==> src/rtl/bc_sched_pkg.sv <==
// Shared types and constants for the block-checker session scheduler.
package bc_sched_pkg;

   localparam int unsigned N_REQ           = 2;
   localparam int unsigned CH_W            = 8;
   localparam int unsigned LEN_W           = 8;
   localparam int unsigned MAX_LEN_DEFAULT = 255;

   localparam logic [CH_W-1:0] CH_SPACE    = 8'h20;
   localparam logic [CH_W-1:0] EOS_DEFAULT = 8'h0A;

   // One-hot session state encoding
   typedef enum logic [4:0] {
      ST_IDLE    = 5'b00001,
      ST_CLEAR   = 5'b00010,
      ST_STREAM  = 5'b00100,
      ST_SAMPLE  = 5'b01000,
      ST_RESPOND = 5'b10000
   } state_t;

endpackage

==> src/rtl/block_check_sched_rr_arb2.sv <==
// Two-way round-robin arbiter; a lone requester always wins.
module rr_arb2
   import bc_sched_pkg::*;
(
   input  logic [1:0] req,
   input  logic       last,
   output logic       grant_valid,
   output logic       grant_idx
);

   // Contention goes to the requester not served last
   always_comb begin
      grant_valid = |req;
      grant_idx   = 1'b0;
      if (req == 2'b11) begin
         grant_idx = ~last;
      end else if (req[1]) begin
         grant_idx = 1'b1;
      end
   end

endmodule

==> src/rtl/block_check_sched.sv <==
// Session scheduler sharing one begin/end nesting checker between two requesters.
module block_check_sched
   import bc_sched_pkg::*;
#(
   parameter int unsigned     MAX_LEN = MAX_LEN_DEFAULT,
   parameter logic [CH_W-1:0] EOS     = EOS_DEFAULT
)
(
   input  logic        clk,
   input  logic        reset,
   input  logic [1:0]  req_valid,
   input  logic [15:0] req_data,
   output logic [1:0]  req_ready,
   output logic [1:0]  rsp_valid,
   output logic        rsp_ok,
   output logic [7:0]  rsp_len,
   output logic        busy,
   output logic        owner,
   output logic        chk_reset,
   output logic        chk_en,
   output logic [7:0]  chk_in,
   input  logic        chk_result
);

   localparam logic [LEN_W-1:0] MAX_LEN_L = LEN_W'(MAX_LEN);

   state_t            state_q, state_d;
   logic              owner_q, owner_d;
   logic              last_owner_q, last_owner_d;
   logic [LEN_W-1:0]  len_q, len_d;
   logic              overflow_q, overflow_d;
   logic              ok_q, ok_d;

   logic              grant_valid;
   logic              grant_idx;
   logic              sel_valid;
   logic [CH_W-1:0]   sel_char;
   logic [1:0]        owner_onehot;

   rr_arb2 u_arb (
      .req         (req_valid),
      .last        (last_owner_q),
      .grant_valid (grant_valid),
      .grant_idx   (grant_idx)
   );

   assign sel_valid    = owner_q ? req_valid[1] : req_valid[0];
   assign sel_char     = owner_q ? req_data[15:8] : req_data[7:0];
   assign owner_onehot = owner_q ? 2'b10 : 2'b01;

   assign busy      = (state_q != ST_IDLE);
   assign owner     = owner_q;
   assign chk_reset = reset | (state_q == ST_CLEAR);

   // Session state and datapath registers
   always_ff @(posedge clk or posedge reset) begin
      if (reset) begin
         state_q      <= ST_IDLE;
         owner_q      <= 1'b0;
         last_owner_q <= 1'b1;
         len_q        <= '0;
         overflow_q   <= 1'b0;
         ok_q         <= 1'b0;
      end else begin
         state_q      <= state_d;
         owner_q      <= owner_d;
         last_owner_q <= last_owner_d;
         len_q        <= len_d;
         overflow_q   <= overflow_d;
         ok_q         <= ok_d;
      end
   end

   // Next-state, datapath updates and decoded outputs
   always_comb begin
      state_d      = state_q;
      owner_d      = owner_q;
      last_owner_d = last_owner_q;
      len_d        = len_q;
      overflow_d   = overflow_q;
      ok_d         = ok_q;
      req_ready    = 2'b00;
      rsp_valid    = 2'b00;
      rsp_ok       = 1'b0;
      rsp_len      = '0;
      chk_en       = 1'b0;
      chk_in       = CH_SPACE;

      case (state_q)
         ST_IDLE: begin
            if (grant_valid) begin
               owner_d = grant_idx;
               state_d = ST_CLEAR;
            end
         end
         ST_CLEAR: begin
            len_d      = '0;
            overflow_d = 1'b0;
            state_d    = ST_STREAM;
         end
         ST_STREAM: begin
            req_ready = owner_onehot;
            if (sel_valid) begin
               if (sel_char == EOS) begin
                  // Trailing space closes the final token in the checker
                  chk_en  = 1'b1;
                  state_d = ST_SAMPLE;
               end else if (len_q < MAX_LEN_L) begin
                  chk_en = 1'b1;
                  chk_in = sel_char;
                  len_d  = len_q + LEN_W'(1);
               end else begin
                  overflow_d = 1'b1;
               end
            end
         end
         ST_SAMPLE: begin
            ok_d    = chk_result & ~overflow_q;
            state_d = ST_RESPOND;
         end
         ST_RESPOND: begin
            rsp_valid    = owner_onehot;
            rsp_ok       = ok_q;
            rsp_len      = len_q;
            last_owner_d = owner_q;
            state_d      = ST_IDLE;
         end
         default: begin
            state_d = ST_IDLE;
         end
      endcase
   end

endmodule

==> config.mk <==
export PLATFORM = sky130hd
export DESIGN_NAME = block_check_sched
export DESIGN_NICKNAME = d
export VERILOG_FILES = /design/src/rtl/bc_sched_pkg.sv /design/src/rtl/block_check_sched_rr_arb2.sv /design/src/rtl/block_check_sched.sv
export SDC_FILE = /design/constraint.sdc
export NUM_CORES = 1
export LEC_CHECK = 0
export BUFFER_PORTS_ARGS = -buffer_cell sky130_fd_sc_hd__buf_4
export CORE_UTILIZATION = 30
export DETAILED_ROUTE_END_ITERATION = 8
export SLEW_MARGIN = 20
export SYNTH_ARGS = -nofsm -noshare
export SYNTH_HDL_FRONTEND = slang
export SYNTH_SLANG_ARGS = --single-unit
==> constraint.sdc <==
create_clock -name clk -period 2.5 [get_ports clk]
set_clock_uncertainty 0.05 [all_clocks]
set_input_delay 0.125 -clock clk [delete_from_list [all_inputs] [get_ports clk]]
set_output_delay 0.125 -clock clk [all_outputs]
set_load 0.01 [all_outputs]
# Word level (Yosys, flattened, before mapping)
# Cells that the tools add are included.
# W data, S select, Z words.
dict set report totals {
  ff_bits 17
  output_inout_bits 25
  wordCells 61
}
dict set report classes {
  n_addsub 1
  n_lt_le_gt_ge 1
  n_eq_ne 14
  n_mux 29
  bitwise 4
  n_reduce_logical 6
}
# op count
set op_table {}
lappend op_table {{$mux W8} 9}
lappend op_table {{$pmux W5 S4} 1}
lappend op_table {{$pmux W8 S2} 1}
lappend op_table {{$mux W5} 3}
lappend op_table {{$ne A2 B2 Y1 const B} 6}
lappend op_table {{$mux W1} 11}
lappend op_table {{$add A8 B1 Y8 const B} 1}
lappend op_table {{$eq A8 B4 Y1 const B} 1}
lappend op_table {{$lt A8 B8 Y1 const B} 1}
lappend op_table {{$reduce_and A4 Y1} 2}
lappend op_table {{$mux W2} 3}
lappend op_table {{$eq A5 B1 Y1 const B} 1}
lappend op_table {{$eq A5 B2 Y1 const B} 1}
lappend op_table {{$eq A5 B3 Y1 const B} 1}
lappend op_table {{$eq A5 B4 Y1 const B} 1}
lappend op_table {{$eq A5 B5 Y1 const B} 1}
lappend op_table {{$ne A5 B1 Y1 const B} 1}
lappend op_table {{$reduce_and A3 Y1} 1}
lappend op_table {{$eq A2 B2 Y1 const B} 1}
lappend op_table {{$not A1 Y1} 2}
lappend op_table {{$pmux W1 S2} 1}
lappend op_table {{$reduce_and A2 Y1} 1}
lappend op_table {{$reduce_bool A2 Y1} 1}
lappend op_table {{$reduce_or A2 Y1} 1}
lappend op_table {{other kinds (2)} 2}

# Depth between registers and ports, before layout
dict set report logic_depth {
  ltp_word 5
  depth_mapped 7
  mapped_depth_nobuf 6
}

# Cells and area by module
# Synthesis repeated with hierarchy kept, for this count alone.
dict set report unflattened {
  hier_cells 133
  hier_area_um2 1178.6
}
# module instances cells_each area_each_um2
set by_module_without_submodules {}
lappend by_module_without_submodules {block_check_sched 1 131 1164.9}
lappend by_module_without_submodules {rr_arb2 1 2 13.8}

# Worst setup path before layout
# OpenSTA, ideal clock, no wires.
dict set report synth_timing {
  path_type {reg-to-output}
  start {register state_q[3]}
  end {output port chk_in[5]}
  t_arrival_ps 1712
  required_ps 2325
  setup_slack_ps 613
  stages_incl_launch_ff 5
  path_buffers 0
  cell_sequence {dfrtp_1 > or3_4 > nor4b_4 > nand3_2 > a211o_1}
}
dict set report synth_via {
  elab_chain_cells 2
}
# element line
set synth_lines {}
lappend synth_lines {{start, declared} block_check_sched.sv:27} ;# state_t state_q, state_d;
lappend synth_lines {{start signal, assigned} block_check_sched.sv:65} ;# state_q <= state_d;
lappend synth_lines {{$eq A5 B3 Y1} block_check_sched.sv:89} ;# case (state_q)
lappend synth_lines {{$mux W8} block_check_sched.sv:89}
lappend synth_lines {{end, declared} block_check_sched.sv:21} ;# output logic [7:0] chk_in,
# Every way passes these cells.

# Final worst setup path
dict set report layout_timing {
  start {register owner_q, in the netlist owner}
  end {output port chk_en}
}
dict set report layout_via {
  elab_chain_cells 5
  elab_cells_between_ends 6
  classes_between {eq/ne (1); mux (5)}
}
# element line
set layout_lines {}
lappend layout_lines {{start, declared} block_check_sched.sv:28} ;# logic owner_q, owner_d;
lappend layout_lines {{start signal, assigned} block_check_sched.sv:66} ;# owner_q <= owner_d;
lappend layout_lines {{$mux W8} block_check_sched.sv:48} ;# assign sel_char = owner_q ? req_data[15:8] : req_data[7:0];
lappend layout_lines {{$eq A8 B4 Y1} block_check_sched.sv:104} ;# if (sel_char == EOS) begin
lappend layout_lines {{$mux W1} block_check_sched.sv:104}
lappend layout_lines {{$mux W1 (*)} block_check_sched.sv:103} ;# if (sel_valid) begin
lappend layout_lines {{$mux W1 (*)} block_check_sched.sv:89}
lappend layout_lines {{end, declared} block_check_sched.sv:20} ;# output logic chk_en,
# Mark *: on every way between the ends. The rest lies on a longest branch, timed or not.

==> flow_metrics.py <==
metrics = {
    "synthesis": {
        "synth_top_cell_by_area": "dfrtp_1",
        "ys.flop_type": "dfrtp_1",
        "synth.top_cells.by_area": "dfrtp_1 (32%), mux2i_1 (7.6%), and3_1 (6.3%)",
        "synth_async_sr_flop_share": 1.000,
        "yosysSeqAreaShare": 0.3615,
        "synth_cell_types": 37,
        "synth_nets": 158,
        "syn-instance-count": 136,
        "syn_avg_cell_area_um2": 8.703,
        "ys_ff_latch": 17,
        "yosys_warnings": 0,
        "netlist_area_um2": 1184,
        "netlist.area_leader.share": 0.3171,
        "synth_edf_count": 0,
    },
    "global_routing": {
        "grt_max_degree": 19,
        "grt_pass1_vias": 1207,
        "grt_overflow": 0,
        "grt_usage": 0.1719,
        "antenna_found_initial": 0,
        "grt_first_pass_wirelength_mm": 5.658,
    },
    "sta": {
        "holdWs_ns": 0.07297,
        "final_max_slew_viol_count": 0,
        "max_freq_mhz": 439.1,
        "rsz0062_at_grt": "no",
        "fin_tns_setup_ns": 0,
        "slew_headroom": 0.6673,
        "worst_slack_ns": 0.2228,
        "worst_pin_slew_ns": 0.4972,
        "fin_crit_sh": 0.9109,
        "finalSetupViolations": 0,
        "fin_crit_ns": 2.277,
        "timing.final.hold_violations": 0,
    },
    "pwr": {
        "ir_drop_mv": 0.2564,
        "p_leak_nw": 0.8459,
        "power_density_nw_per_um2": 694.1,
    },
    "drt": {
        "drc": 0,
        "viasPerCell": 5.377,
        "detail_route.iter0.violations": 49,
        "vias": 1269,
        "finalWirelength_mm": 3.432,
        "wl_per_cell_um": 14.54,
        "drtAntennaViolNets": 0,
        "firstDrtPassIters": 4,
    },
    "run": {
        "max_cap_viol_count": 0,
    },
    "critical_path": {
        "cp_max_fo": 17,
        "cp-start-kind": "flop",
        "required_ns": 2.33,
        "endpoint_kind": "primary output",
        "arrival_ns": 2.10,
        "crit_type": "flop to primary output",
    },
    "clocking": {
        "cts_tree": "yes",
        "post_cts_buffers": 0,
        "clkLatencyLatePin_ns": 0.25,
        "cts_buffer_depth": 2,
        "clock-sinks": 17,
        "cts_inserted_buffers": 3,
        "cts_root_buffer": "clkbuf_8",
        "h-tree-depth": 1,
        "clk_pin_slew_ns": 0.07,
    },
    "placement": {
        "gp_congestion": 0.8313,
        "port_buffers": 45,
        "place_ws_ns": 0.3839,
        "hpwl_mm": 2.542,
    },
    "floorplan": {
        "dieWidth_um": 64.81,
        "io_pins": 46,
        "die_y_um": 64.81,
        "core_um2": 3716,
        "rows": 22,
        "start_util": 0.3185,
        "dieArea_um2": 4200,
    },
    "finish": {
        "final_common_cell": "buf_4",
        "final_nets": 211,
        "n_antenna_cell": 0,
        "final_cell_mix": "buf_4 (53), nor2_1 (16), dfrtp_1 (14)",
        "drive_gt1_frac": 0.3457,
        "fillers": 385,
        "area_growth_pct": 40.59,
    },
    "worst_hold_path": {
        "hp-class": "primary input to flop",
    },
    "run_status": {
        "status": "finished clean",
    },
}
cells by family after synthesis:
family,Yosys count,synth area share
fa+ha+maj,1,0.01057
flops,17,0.3615
simple gates,77,0.3784
compound gates,21,0.1226
mux,10,0.08563
buf+inv,10,0.04122
state kept, by name, summed over array words and instances (netlist names):
register      count
ok_q              1
owner             1
len_q             8
overflow_q        1
last_owner_q      1
state_q           5
layout make-up:
type,count,area (µm²),area share
flip-flops and latches,17,429.2,0.2579
well taps,48,60.06,0.03609
multi-input cells,109,706.9,0.4248
repair buffers,54,407.9,0.2451
inverters,4,15.01,0.009023
clock buffers,4,45.04,0.02707
synthesized netlist by cell type (2+ instances only):
cell type	number
dfstp_2	2
nand4_1	4
and3_1	12
buf_2	3
o311ai_0	2
a21oi_1	3
o211ai_1	2
a211o_1	3
mux2i_1	9
nor2_1	16
clkbuf_1	2
and2_1	2
nor3b_1	4
a31oi_1	4
o21ai_0	4
nor2b_1	3
inv_1	4
nand2b_1	2
nor4_1	3
nand3_1	6
nor4b_1	4
dfrtp_1	15
nand2_1	13
critical path, stage by stage (launching register included):
cell and delay, ns:
dfrtp_2 0.52, nand2b_1 0.20, nor4b_1 0.38, o21ai_0 0.20
buf_4 0.22, a21oi_1 0.17, buf_4 0.15
path summary, 6_finish.rpt:
path	to	slack, ns	depth (start not counted)	start
worst max register to register	len_q[0]$_DFFE_PP0P_	0.51	6	owner$_DFFE_PP0P_
worst min-delay path	ok_q$_DFFE_PP0P_	0.07	3	chk_result
min in group asynchronous	ok_q$_DFFE_PP0P_	0.40	4	reset
worst min register to register	overflow_q$_DFFE_PP0P_	0.49	2	overflow_q$_DFFE_PP0P_
worst max-delay path	chk_en	0.22	6	owner$_DFFE_PP0P_
max in group asynchronous	state_q[0]$_DFFE_PP1P_	1.74	4	reset
metrics by stage:
stage	std cells	utilization	area, µm²	total power [mW]
floorplan	136	-	1184	0.7571
global placement	231	0.4327	1608	0.9306
finish	236	0.4478	1664	1.155
global route	236	0.4478	1664	1.238
detailed placement	231	0.4327	1608	0.9511
CTS	236	0.4475	1663	1.162
routing by layer:
| layer | up-vias | GRT usage | share of wire | routed length, µm |
|---|---|---|---|---|
| met2 | 50 | 0.3047 | 0.48 | 1663 |
| met3 | 2 | 0.02465 | 0.070 | 241 |
| met1 | 610 | 0.2163 | 0.44 | 1513 |
| li1 | 607 | - | - | - |
| met4 | 0 | 0.04167 | 0.0038 | 13 |
| met5 | - | 0 | 0 | 0 |
what timing repair did:
item	CTS	global route
gates resized for setup	0	1
hold endpoints to repair	15	0
endpoints found under the setup margin	0	9
hold buffers	1	0
report_power, final:
part / switching (mW) / leakage (nW) / internal (mW)
combinational: 0.239 / 0.605 / 0.251
sequential: 0.114 / 0.218 / 0.344
clock: 0.0935 / 0.0228 / 0.113
total: 0.447 / 0.846 / 0.708
Note: power is estimated with default switching activity, not from simulation.
